<file path="src/rtl/div_unit_pkg.sv">
// div_unit_pkg: divider state encodings, handshake levels and shared constants
package div_unit_pkg;
   localparam int         DivWidth          = 32;
   localparam logic       RstEnable         = 1'b1;
   localparam logic [1:0] DivFree           = 2'b00;
   localparam logic [1:0] DivByZero         = 2'b01;
   localparam logic [1:0] DivOn             = 2'b10;
   localparam logic [1:0] DivEnd            = 2'b11;
   localparam logic       DivResultReady    = 1'b1;
   localparam logic       DivResultNotReady = 1'b0;
   localparam logic       DivStart          = 1'b1;
   localparam logic       DivStop           = 1'b0;
   localparam logic [DivWidth-1:0] ZeroWord = '0;
   typedef enum logic [1:0] {
      DIV_FREE    = DivFree,
      DIV_BY_ZERO = DivByZero,
      DIV_ON      = DivOn,
      DIV_END     = DivEnd
   } div_state_e;
endpackage

</file>
<file path="src/rtl/div_unit_if.sv">
// div_unit_if: EX <-> divider request/result bundle
//   master (EX):      drives signed_div_i, opdata1_i, opdata2_i, start_i, annul_i; reads result_o, ready_o
//   slave (divider):  the reverse
interface div_unit_if
   import div_unit_pkg::*;
#(
   parameter int WIDTH = DivWidth
);
   logic               signed_div_i;
   logic [WIDTH-1:0]   opdata1_i;
   logic [WIDTH-1:0]   opdata2_i;
   logic               start_i;
   logic               annul_i;
   logic [2*WIDTH-1:0] result_o;
   logic               ready_o;
   modport master (
      output signed_div_i, opdata1_i, opdata2_i, start_i, annul_i,
      input  result_o, ready_o
   );
   modport slave (
      input  signed_div_i, opdata1_i, opdata2_i, start_i, annul_i,
      output result_o, ready_o
   );
endinterface

</file>
<file path="src/rtl/div_unit.sv">
// div_unit: multi-cycle restoring divider for DIV/DIVU, result {remainder, quotient}
//   clk, rst  clock, synchronous active-high reset
//   bus       div_unit_if.slave: operands, start/annul in; registered result_o/ready_o out
module div_unit
   import div_unit_pkg::*;
#(
   parameter int WIDTH = DivWidth
) (
   input logic       clk,
   input logic       rst,
   div_unit_if.slave bus
);
   localparam int CW = $clog2(WIDTH);
   function automatic logic [WIDTH-1:0] negate(input logic [WIDTH-1:0] v);
      return ~v + 1'b1;
   endfunction
   div_state_e         state_q, state_d;
   logic [CW-1:0]      cnt_q, cnt_d;
   logic [WIDTH-1:0]   dvd_q, dvd_d;
   logic [WIDTH-1:0]   dvs_q, dvs_d;
   logic [WIDTH-1:0]   rem_q, rem_d;
   logic               qneg_q, qneg_d;
   logic               rneg_q, rneg_d;
   logic [2*WIDTH-1:0] result_q, result_d;
   logic               ready_q, ready_d;
   logic               neg1, neg2, qbit;
   logic [WIDTH-1:0]   trial, rem_n, quo_n;
   // The dividend register shifts left each iteration and collects quotient bits in its LSB.
   // The comparison uses the full shifted remainder (WIDTH+1 bits) so divisors >= 2^(WIDTH-1)
   // are handled; the subtraction itself fits in WIDTH bits whenever it is taken.
   always_comb begin
      neg1  = bus.signed_div_i & bus.opdata1_i[WIDTH-1];
      neg2  = bus.signed_div_i & bus.opdata2_i[WIDTH-1];
      qbit  = {rem_q, dvd_q[WIDTH-1]} >= {1'b0, dvs_q};
      trial = {rem_q[WIDTH-2:0], dvd_q[WIDTH-1]} - dvs_q;
      rem_n = qbit ? trial : {rem_q[WIDTH-2:0], dvd_q[WIDTH-1]};
      quo_n = {dvd_q[WIDTH-2:0], qbit};
      state_d  = state_q;
      cnt_d    = cnt_q;
      dvd_d    = dvd_q;
      dvs_d    = dvs_q;
      rem_d    = rem_q;
      qneg_d   = qneg_q;
      rneg_d   = rneg_q;
      result_d = result_q;
      ready_d  = ready_q;
      unique case (state_q)
         DIV_FREE: begin
            result_d = {ZeroWord, ZeroWord};
            ready_d  = DivResultNotReady;
            if (bus.start_i == DivStart && !bus.annul_i) begin
               if (bus.opdata2_i == ZeroWord) begin
                  state_d = DIV_BY_ZERO;
               end else begin
                  state_d = DIV_ON;
                  dvd_d   = neg1 ? negate(bus.opdata1_i) : bus.opdata1_i;
                  dvs_d   = neg2 ? negate(bus.opdata2_i) : bus.opdata2_i;
                  qneg_d  = neg1 ^ neg2;
                  rneg_d  = neg1;
                  cnt_d   = '0;
                  rem_d   = ZeroWord;
               end
            end
         end
         DIV_BY_ZERO: begin
            state_d  = bus.annul_i ? DIV_FREE : DIV_END;
            ready_d  = bus.annul_i ? DivResultNotReady : DivResultReady;
            result_d = {ZeroWord, ZeroWord};
         end
         DIV_ON: begin
            if (bus.annul_i) begin
               state_d  = DIV_FREE;
               ready_d  = DivResultNotReady;
               result_d = {ZeroWord, ZeroWord};
            end else begin
               dvd_d = quo_n;
               rem_d = rem_n;
               cnt_d = cnt_q + 1'b1;
               if (cnt_q == CW'(WIDTH - 1)) begin
                  state_d  = DIV_END;
                  ready_d  = DivResultReady;
                  result_d = {rneg_q ? negate(rem_n) : rem_n, qneg_q ? negate(quo_n) : quo_n};
               end
            end
         end
         DIV_END: begin
            if (bus.start_i == DivStop) begin
               state_d  = DIV_FREE;
               ready_d  = DivResultNotReady;
               result_d = {ZeroWord, ZeroWord};
            end
         end
         default: state_d = DIV_FREE;
      endcase
   end
   always_ff @(posedge clk) begin
      if (rst == RstEnable) begin
         state_q  <= DIV_FREE;
         cnt_q    <= '0;
         dvd_q    <= '0;
         dvs_q    <= '0;
         rem_q    <= '0;
         qneg_q   <= 1'b0;
         rneg_q   <= 1'b0;
         result_q <= '0;
         ready_q  <= DivResultNotReady;
      end else begin
         state_q  <= state_d;
         cnt_q    <= cnt_d;
         dvd_q    <= dvd_d;
         dvs_q    <= dvs_d;
         rem_q    <= rem_d;
         qneg_q   <= qneg_d;
         rneg_q   <= rneg_d;
         result_q <= result_d;
         ready_q  <= ready_d;
      end
   end
   assign bus.result_o = result_q;
   assign bus.ready_o  = ready_q;
endmodule

</file>
<file path="src/flat_wrapper.sv">
// flat-port wrapper written by rule: the top's interface ports become plain ports
module div_unit_flat import div_unit_pkg::*;
#(
   parameter int WIDTH = DivWidth
)
  (clk, rst, bus_signed_div_i, bus_opdata1_i, bus_opdata2_i, bus_start_i, bus_annul_i, bus_result_o, bus_ready_o);
  div_unit_if #(.WIDTH(WIDTH)) bus_i ();
  input logic clk;
  input logic rst;
  input wire logic [$bits(bus_i.signed_div_i)-1:0] bus_signed_div_i;
  input wire logic [$bits(bus_i.opdata1_i)-1:0] bus_opdata1_i;
  input wire logic [$bits(bus_i.opdata2_i)-1:0] bus_opdata2_i;
  input wire logic [$bits(bus_i.start_i)-1:0] bus_start_i;
  input wire logic [$bits(bus_i.annul_i)-1:0] bus_annul_i;
  output wire logic [$bits(bus_i.result_o)-1:0] bus_result_o;
  output wire logic [$bits(bus_i.ready_o)-1:0] bus_ready_o;
  assign bus_i.signed_div_i = bus_signed_div_i;
  assign bus_i.opdata1_i = bus_opdata1_i;
  assign bus_i.opdata2_i = bus_opdata2_i;
  assign bus_i.start_i = bus_start_i;
  assign bus_i.annul_i = bus_annul_i;
  assign bus_result_o = bus_i.result_o;
  assign bus_ready_o = bus_i.ready_o;
  div_unit #(.WIDTH(WIDTH)) u_core (.clk(clk), .rst(rst), .bus(bus_i));
endmodule
</file>
<file path="config.mk">
export PLATFORM = sky130hd
export DESIGN_NAME = div_unit_flat
export DESIGN_NICKNAME = d
export VERILOG_FILES = /design/src/rtl/div_unit_pkg.sv /design/src/rtl/div_unit_if.sv /design/src/rtl/div_unit.sv /design/src/flat_wrapper.sv
export SDC_FILE = /design/constraint.sdc
export NUM_CORES = 1
export LEC_CHECK = 0
export ABC_CLOCK_PERIOD_IN_PS = 6300
export CORE_MARGIN = 8
export CORE_UTILIZATION = 55
export DETAILED_ROUTE_END_ITERATION = 16
export PLACE_DENSITY_LB_ADDON = 0.12
export SYNTH_ARGS = -nofsm -noshare
export SYNTH_HDL_FRONTEND = slang
export SYNTH_SLANG_ARGS = --single-unit
export TNS_END_PERCENT = 10
</file>
<file path="constraint.sdc">
create_clock -name clk -period 6.3 [get_ports clk]
set_input_delay 1.575 -clock clk [delete_from_list [all_inputs] [get_ports clk]]
set_output_delay 1.575 -clock clk [all_outputs]
set_load 0.03 [all_outputs]
</file>
# Word-level counts from Yosys, hierarchy flattened
# Index checks and enable logic that the tools add are counted.
dict set report op_classes {
  add_sub_neg 6
  eq_ne 9
  order_cmp 1
  n_reduce_logical 10
  n_bitwise 8
  mux 33
}
# operator count
set op_table {}
lappend op_table {{$mux W32} 11}
lappend op_table {{$mux W64} 3}
lappend op_table {{$pmux W64 S3} 1}
lappend op_table {{$add A32 B1 Y32 const B} 4}
lappend op_table {{$not A32 Y32} 4}
lappend op_table {{$pmux W32 S2} 2}
lappend op_table {{$ge A33 B32 Y1} 1}
lappend op_table {{$logic_not A32 Y1} 1}
lappend op_table {{$sub A32 B32 Y32} 1}
lappend op_table {{$mux W5} 3}
lappend op_table {{$mux W2} 6}
lappend op_table {{$pmux W5 S2} 1}
lappend op_table {{$pmux W2 S4} 1}
lappend op_table {{$ne A2 B2 Y1 const B} 3}
lappend op_table {{$reduce_and A3 Y1} 2}
lappend op_table {{$add A5 B1 Y5 const B} 1}
lappend op_table {{$eq A5 B5 Y1 const B} 1}
lappend op_table {{$eq A2 B2 Y1 const B} 2}
lappend op_table {{$mux W1} 4}
lappend op_table {{$pmux W1 S4} 1}
lappend op_table {{$reduce_and A4 Y1} 1}
lappend op_table {{$ne A3 B2 Y1 const B} 1}
lappend op_table {{$and A1 B1 Y1} 2}
lappend op_table {{$eq A2 B1 Y1 const B} 1}
lappend op_table {{9 further kinds} 9}
dict set report totals {
  in_bits 69
  register_bits 170
  out_inout_bits 65
  word_cells 76
}

# Depth between registers and ports, before layout
dict set report depth {
  depth_word 8
  depth_mapped 24
  ltp_nobuf 19
}

# Worst setup path before layout
# No wires, ideal clock.
dict set report synth_path {
  path_type {register to register}
  start {reg u_core.rem_q[19]}
  end {reg u_core.result_q[60] (netlist: u_core.bus.result_o[60])}
  n_path_buf 4
  setup_slack_ps 1834
  setup_ps 117
  period_less_slack_ps 4466
  stages_incl_launch_ff 23
  t_required_ps 6183
  t_arrival_ps 4349
  path_cell_list {dfxtp_1 > ha_1 > a21oi_4 > o21ai_2 > a2111o_1 > a211oi_4 > nand2_2 > buf_6 > buf_2 > buf_2 > clkbuf_1 > nor2_1 > a21oi_1 > inv_1 > ha_1 > nand3_1 > nor3_1 > nand2_1 > o41ai_4 > nand3_2 > o41ai_1 > xnor2_1 > a22o_1}
}
dict set report synth_between {
  elab_chain_cells 8
  word_cells_on_any_way 9
  classes_between {2 x add/sub; 1 x order compare; 5 x mux; 1 x bitwise}
}
# item line
set synth_rtl {}
lappend synth_rtl {{from (decl)} div_unit.sv:21} ;# logic [WIDTH-1:0] rem_q, rem_d;
lappend synth_rtl {{from (signal assigned)} div_unit.sv:112} ;# rem_q <= rem_d;
lappend synth_rtl {{$sub A32 B32 Y32 or $ge A33 B32 Y1 (tied branches)} {div_unit.sv:35, div_unit.sv:34}}
lappend synth_rtl {{$mux W32 (*)} div_unit.sv:36} ;# rem_n = qbit ? trial : {rem_q[WIDTH-2:0], dvd_q[WIDTH-1]};
lappend synth_rtl {{$not A32 Y32} div_unit.sv:15} ;# return ~v + 1'b1;
lappend synth_rtl {{$add A32 B1 Y32} div_unit.sv:15}
lappend synth_rtl {{$mux W32 (*)} div_unit.sv:82} ;# result_d = {rneg_q ? negate(rem_n) : rem_n, qneg_q ? negate(quo_n) : quo_n};
lappend synth_rtl {{$mux W64 (*)} div_unit.sv:79} ;# if (cnt_q == CW'(WIDTH - 1)) begin
lappend synth_rtl {{$mux W64 (*)} div_unit.sv:71} ;# if (bus.annul_i) begin
lappend synth_rtl {{$pmux W64 S3 (*)} div_unit.sv:47} ;# unique case (state_q)
lappend synth_rtl {{to (signal assigned)} div_unit.sv:115} ;# result_q <= result_d;
lappend synth_rtl {{to (decl)} div_unit.sv:24} ;# logic [2*WIDTH-1:0] result_q, result_d;
# Every way passes the cells marked *; elsewhere a longest branch is shown, timed or not. The select of a mux whose other input is x is not followed.
# A chain may end at the register's enable or synchronous reset.

# Worst setup path after layout
dict set report layout_path {
  start {reg u_core.rem_q[7]}
  end {reg u_core.result_q[60] (netlist: u_core.bus.result_o[60])}
}
# Same word-level chain as after synthesis.

==> impl_metrics.csv <==
group,metric,value,unit
drt,vias,11700,
critical_path,path_buf_inv,0,
drt,drc_errors,0,
power_and_ir_drop,power_leakage,0.00511,uW
die,rows,53,
drt,firstDrtPassIters,7,
power_and_ir_drop,p_comb_share,51.5,%
critical_path,arrival,5.55,ns
drt,viasPerCell,6.09,
placement,globalplace.congestion,0.934,
drt,wl_per_cell,18.6,um
min_path,hold_class,"flip-flop to flip-flop",
critical_path,slowest_delay,0.52,ns
critical_path,critical_path_class,"flip-flop to flip-flop",
synth,ys_top_cells_by_area,"dfxtp_1 29%, nand2_1 7.2%, xnor2_1 7.0%, a21oi_1 5.5%, nor2_1 4.8%",
synth,ys.flop_type,"dfxtp_1",
drt,wl,35.8,mm
power_and_ir_drop,clock_power_share,22.0,%
placement,dpl_cell_area,13200,sq um
critical_path,crit_path_frequent_cell,"ha_1",
synth,netlist_area,11800,sq um
clocking,cts_setup_buffers,0,
clocking,insertion_delay,0.44,ns
timing,fin_worst_skew,0.0117,ns
die,ios,134,
global_routing,grt_max_degree,86,
timing,timing.final.ws_setup,1.08,ns
critical_path,path_cells,"ha_1, a21oi_1, o21ai_1, a41o_1, o31ai_2, nand2_2, mux2i_1, ha_1, nand3_1, nor3_1, nand2_1, o41ai_4, nand3_2, o41ai_1, xnor2_1, a22o_1",
clocking,clock_sinks,170,
layout,fillCellCount,1902,
synth,synth_cell_type_count,80,
synth,synth_top_area_share,28.8,%
clocking,cts_made_buffers,17,
clocking,cts_tree,"built",
timing,drv_slew,0,
critical_path,crit_slowest_cell,"o31ai_2",
global_routing,grtUsageTotal,26.4,%
global_routing,grt_pass1_vias,10800,
layout,n_antenna_cell,0,
timing,fin_crit_sh,82.8,%
synth,synth_nets,1689,
clocking,cts_buffer_depth,2,
timing,setup_tns,0,ns
die,die_area,26500,sq um
power_and_ir_drop,seqPwrFrac,26.5,%
synth,yosysTopAreaCell,"dfxtp_1",
power_and_ir_drop,p_switching,2230,uW
layout,final_area,13800,sq um
run,maxCapViolations,0,
layout,drive_gt1_share,5.57,%
global_routing,antenna_found_initial,0,
clocking,cts.hold.buffers_added,0,
synth,seq_area_frac_synth,28.8,%
placement,pre_cts_slack,0.737,ns
critical_path,critPathRequiredTime,6.64,ns
power_and_ir_drop,power.internal,2630,uW
power_and_ir_drop,swShare,45.9,%
drt,ant_nets,0,
critical_path,cp_max_fo,12,
critical_path,cp-start-kind,"flip-flop",
critical_path,crit_family,"compound AO/OA/AOI/OAI gates",
layout,layout.nets,1750,
synth,ys_async_sr_fraction,0,%
synth,syn_avg_cell_area,7.50,sq um
critical_path,reg2reg_from,"u_core.rem_q[7]",
clocking,htreeDepth,4,
power_and_ir_drop,powerDensity,353,nW/um^2
global_routing,overflow,0,
layout,area_growth,16.3,%
timing,grt_setup_unrepaired,"no",
power_and_ir_drop,vdd_drop_max,0.207,mV
die,die_y,163,um
synth,synthCells,1577,
timing,tightest_slew,1.21,ns
placement,dp_hpwl,26.7,mm
placement,io_buffers,133,
clocking,cts_resized,0,
min_path,worstHoldStart,"u_core.cnt_q[4]",
critical_path,cp-startpoint,"u_core.rem_q[7]",
global_routing,grt_pass1_wl,56.7,mm
timing,hold_viol,0,
layout,fin_util,65.3,%
clocking,clk_pin_slew,0.07,ns
die,start_util,56.1,%
synth,synth_seq_cells,170,
timing,min_period,5.22,ns
die,core-area,21100,sq um
timing,maxSlewHeadroom,19.2,%
layout,layout_commonest_cell,"nand2_1",
die,die_w,163,um
status,status,"complete, no violations",
drt,drtIter0Drc,955,
timing,maxClockFrequency,192,MHz
synth,synth_edf_count,0,
layout,layout_common_cells,"227 x nand2_1, 170 x dfxtp_1, 148 x nor2_1",
synth,ys_warn_count,0,
critical_path,cp-end-kind,"flip-flop",
clocking,root_buffer,"clkbuf_16",
timing,setup_violations,0,
-- worst register-to-register path: stages (launching register included) --
cell and delay [ns]:
dfxtp_1 0.47, ha_1 0.41, a21oi_1 0.28, o21ai_1 0.21
a41o_1 0.36, o31ai_2 0.52, nand2_2 0.31, mux2i_1 0.41
ha_1 0.27, nand3_1 0.11, nor3_1 0.15, nand2_1 0.15
o41ai_4 0.40, nand3_2 0.24, o41ai_1 0.52, xnor2_1 0.11
a22o_1 0.19
-- through the flow --
stage | hold slack [ns] | total power [uW] | std cells
2_1_floorplan | 0.432 | 3120 | 1577
3_3_place_gp | 0.440 | 3710 | 1894
3_5_place_dp | 0.455 | 3740 | 1894
4_1_cts | 0.462 | 4810 | 1926
5_1_grt | 0.491 | 5120 | 1926
6_report | 0.461 | 4860 | 1926
-- synthesized netlist by cell type (3+ instances only) --
library cell,count
xnor2_1,94
o31ai_1,22
nand3_1,40
o21a_1,6
mux2_2,4
a22o_1,21
o41ai_1,14
clkbuf_1,62
or2_2,7
nand3b_1,5
xor2_1,44
o21ai_1,5
o21ai_0,88
o31a_1,5
nor2b_1,4
a22oi_1,43
o211ai_1,12
a211oi_1,37
and3_1,12
buf_1,6
and2_1,10
and4_1,4
buf_2,28
nand2b_1,19
a311oi_1,7
nor2_1,150
mux2i_1,13
nand2_1,227
a21oi_1,129
or2_1,3
dfxtp_1,170
nor4b_1,4
buf_4,8
a21o_1,14
a31o_2,4
nor4_1,10
nand4_1,18
or3_1,20
nor3_1,36
ha_1,42
and3b_1,3
inv_1,60
or4_1,9
a31oi_1,9
-- routing by layer --
metal  GRT usage (%)  wire (um)
met1            37.6      16600
met2            39.1      15200
met3            4.73       3090
met4            9.22        933
met5               0          0
-- area by class of cell --
cell class,instances,area (sq um),share of cell area (%)
inverter,61,231,1.68
sequential,170,3400,24.7
clock inverter,13,158,1.15
timing repair buffer,147,1430,10.4
clock buffer,19,433,3.15
tap,275,344,2.50
multi-input combinational,1241,7760,56.4
-- cell families (layout without fill, tap and decap cells) --
logic type | Yosys count | after routing | share of synthesized area [%]
simple gates | 597 | 597 | 23.7
compound gates | 446 | 446 | 25.4
flops | 170 | 170 | 28.8
buf+inv | 166 | 240 | 5.90
xor+xnor | 138 | 138 | 10.2
fa+ha+maj | 43 | 43 | 4.61
mux | 17 | 17 | 1.48
-- state kept, by name, indices dropped and copies added, names as in the netlist --
signal,cells
u_core.bus.ready_o,1
u_core.bus.result_o,64
u_core.cnt_q,5
u_core.dvd_q,32
u_core.dvs_q,32
u_core.qneg_q,1
u_core.rem_q,32
u_core.rneg_q,1
u_core.state_q,2
-- power by group through the flow --
stage / Clock [uW] / Combinational, uW / Sequential (uW)
after floorplan: 0 / 1830 / 1290
final: 1070 / 2510 / 1290
after global routing: 1120 / 2710 / 1300
after global placement: 0 / 2410 / 1300
after detailed placement: 0 / 2430 / 1300
after CTS: 1080 / 2450 / 1280
-- final timing paths --
kind	cells after the start	slack, ns	endpoint
min	2	0.46	u_core.cnt_q[4]
max reg2reg	16	1.08	u_core.bus.result_o[60]
max	16	1.08	u_core.bus.result_o[60]
min reg2reg	2	0.46	u_core.cnt_q[4]
Note: power is estimated with default switching activity, not from simulation.
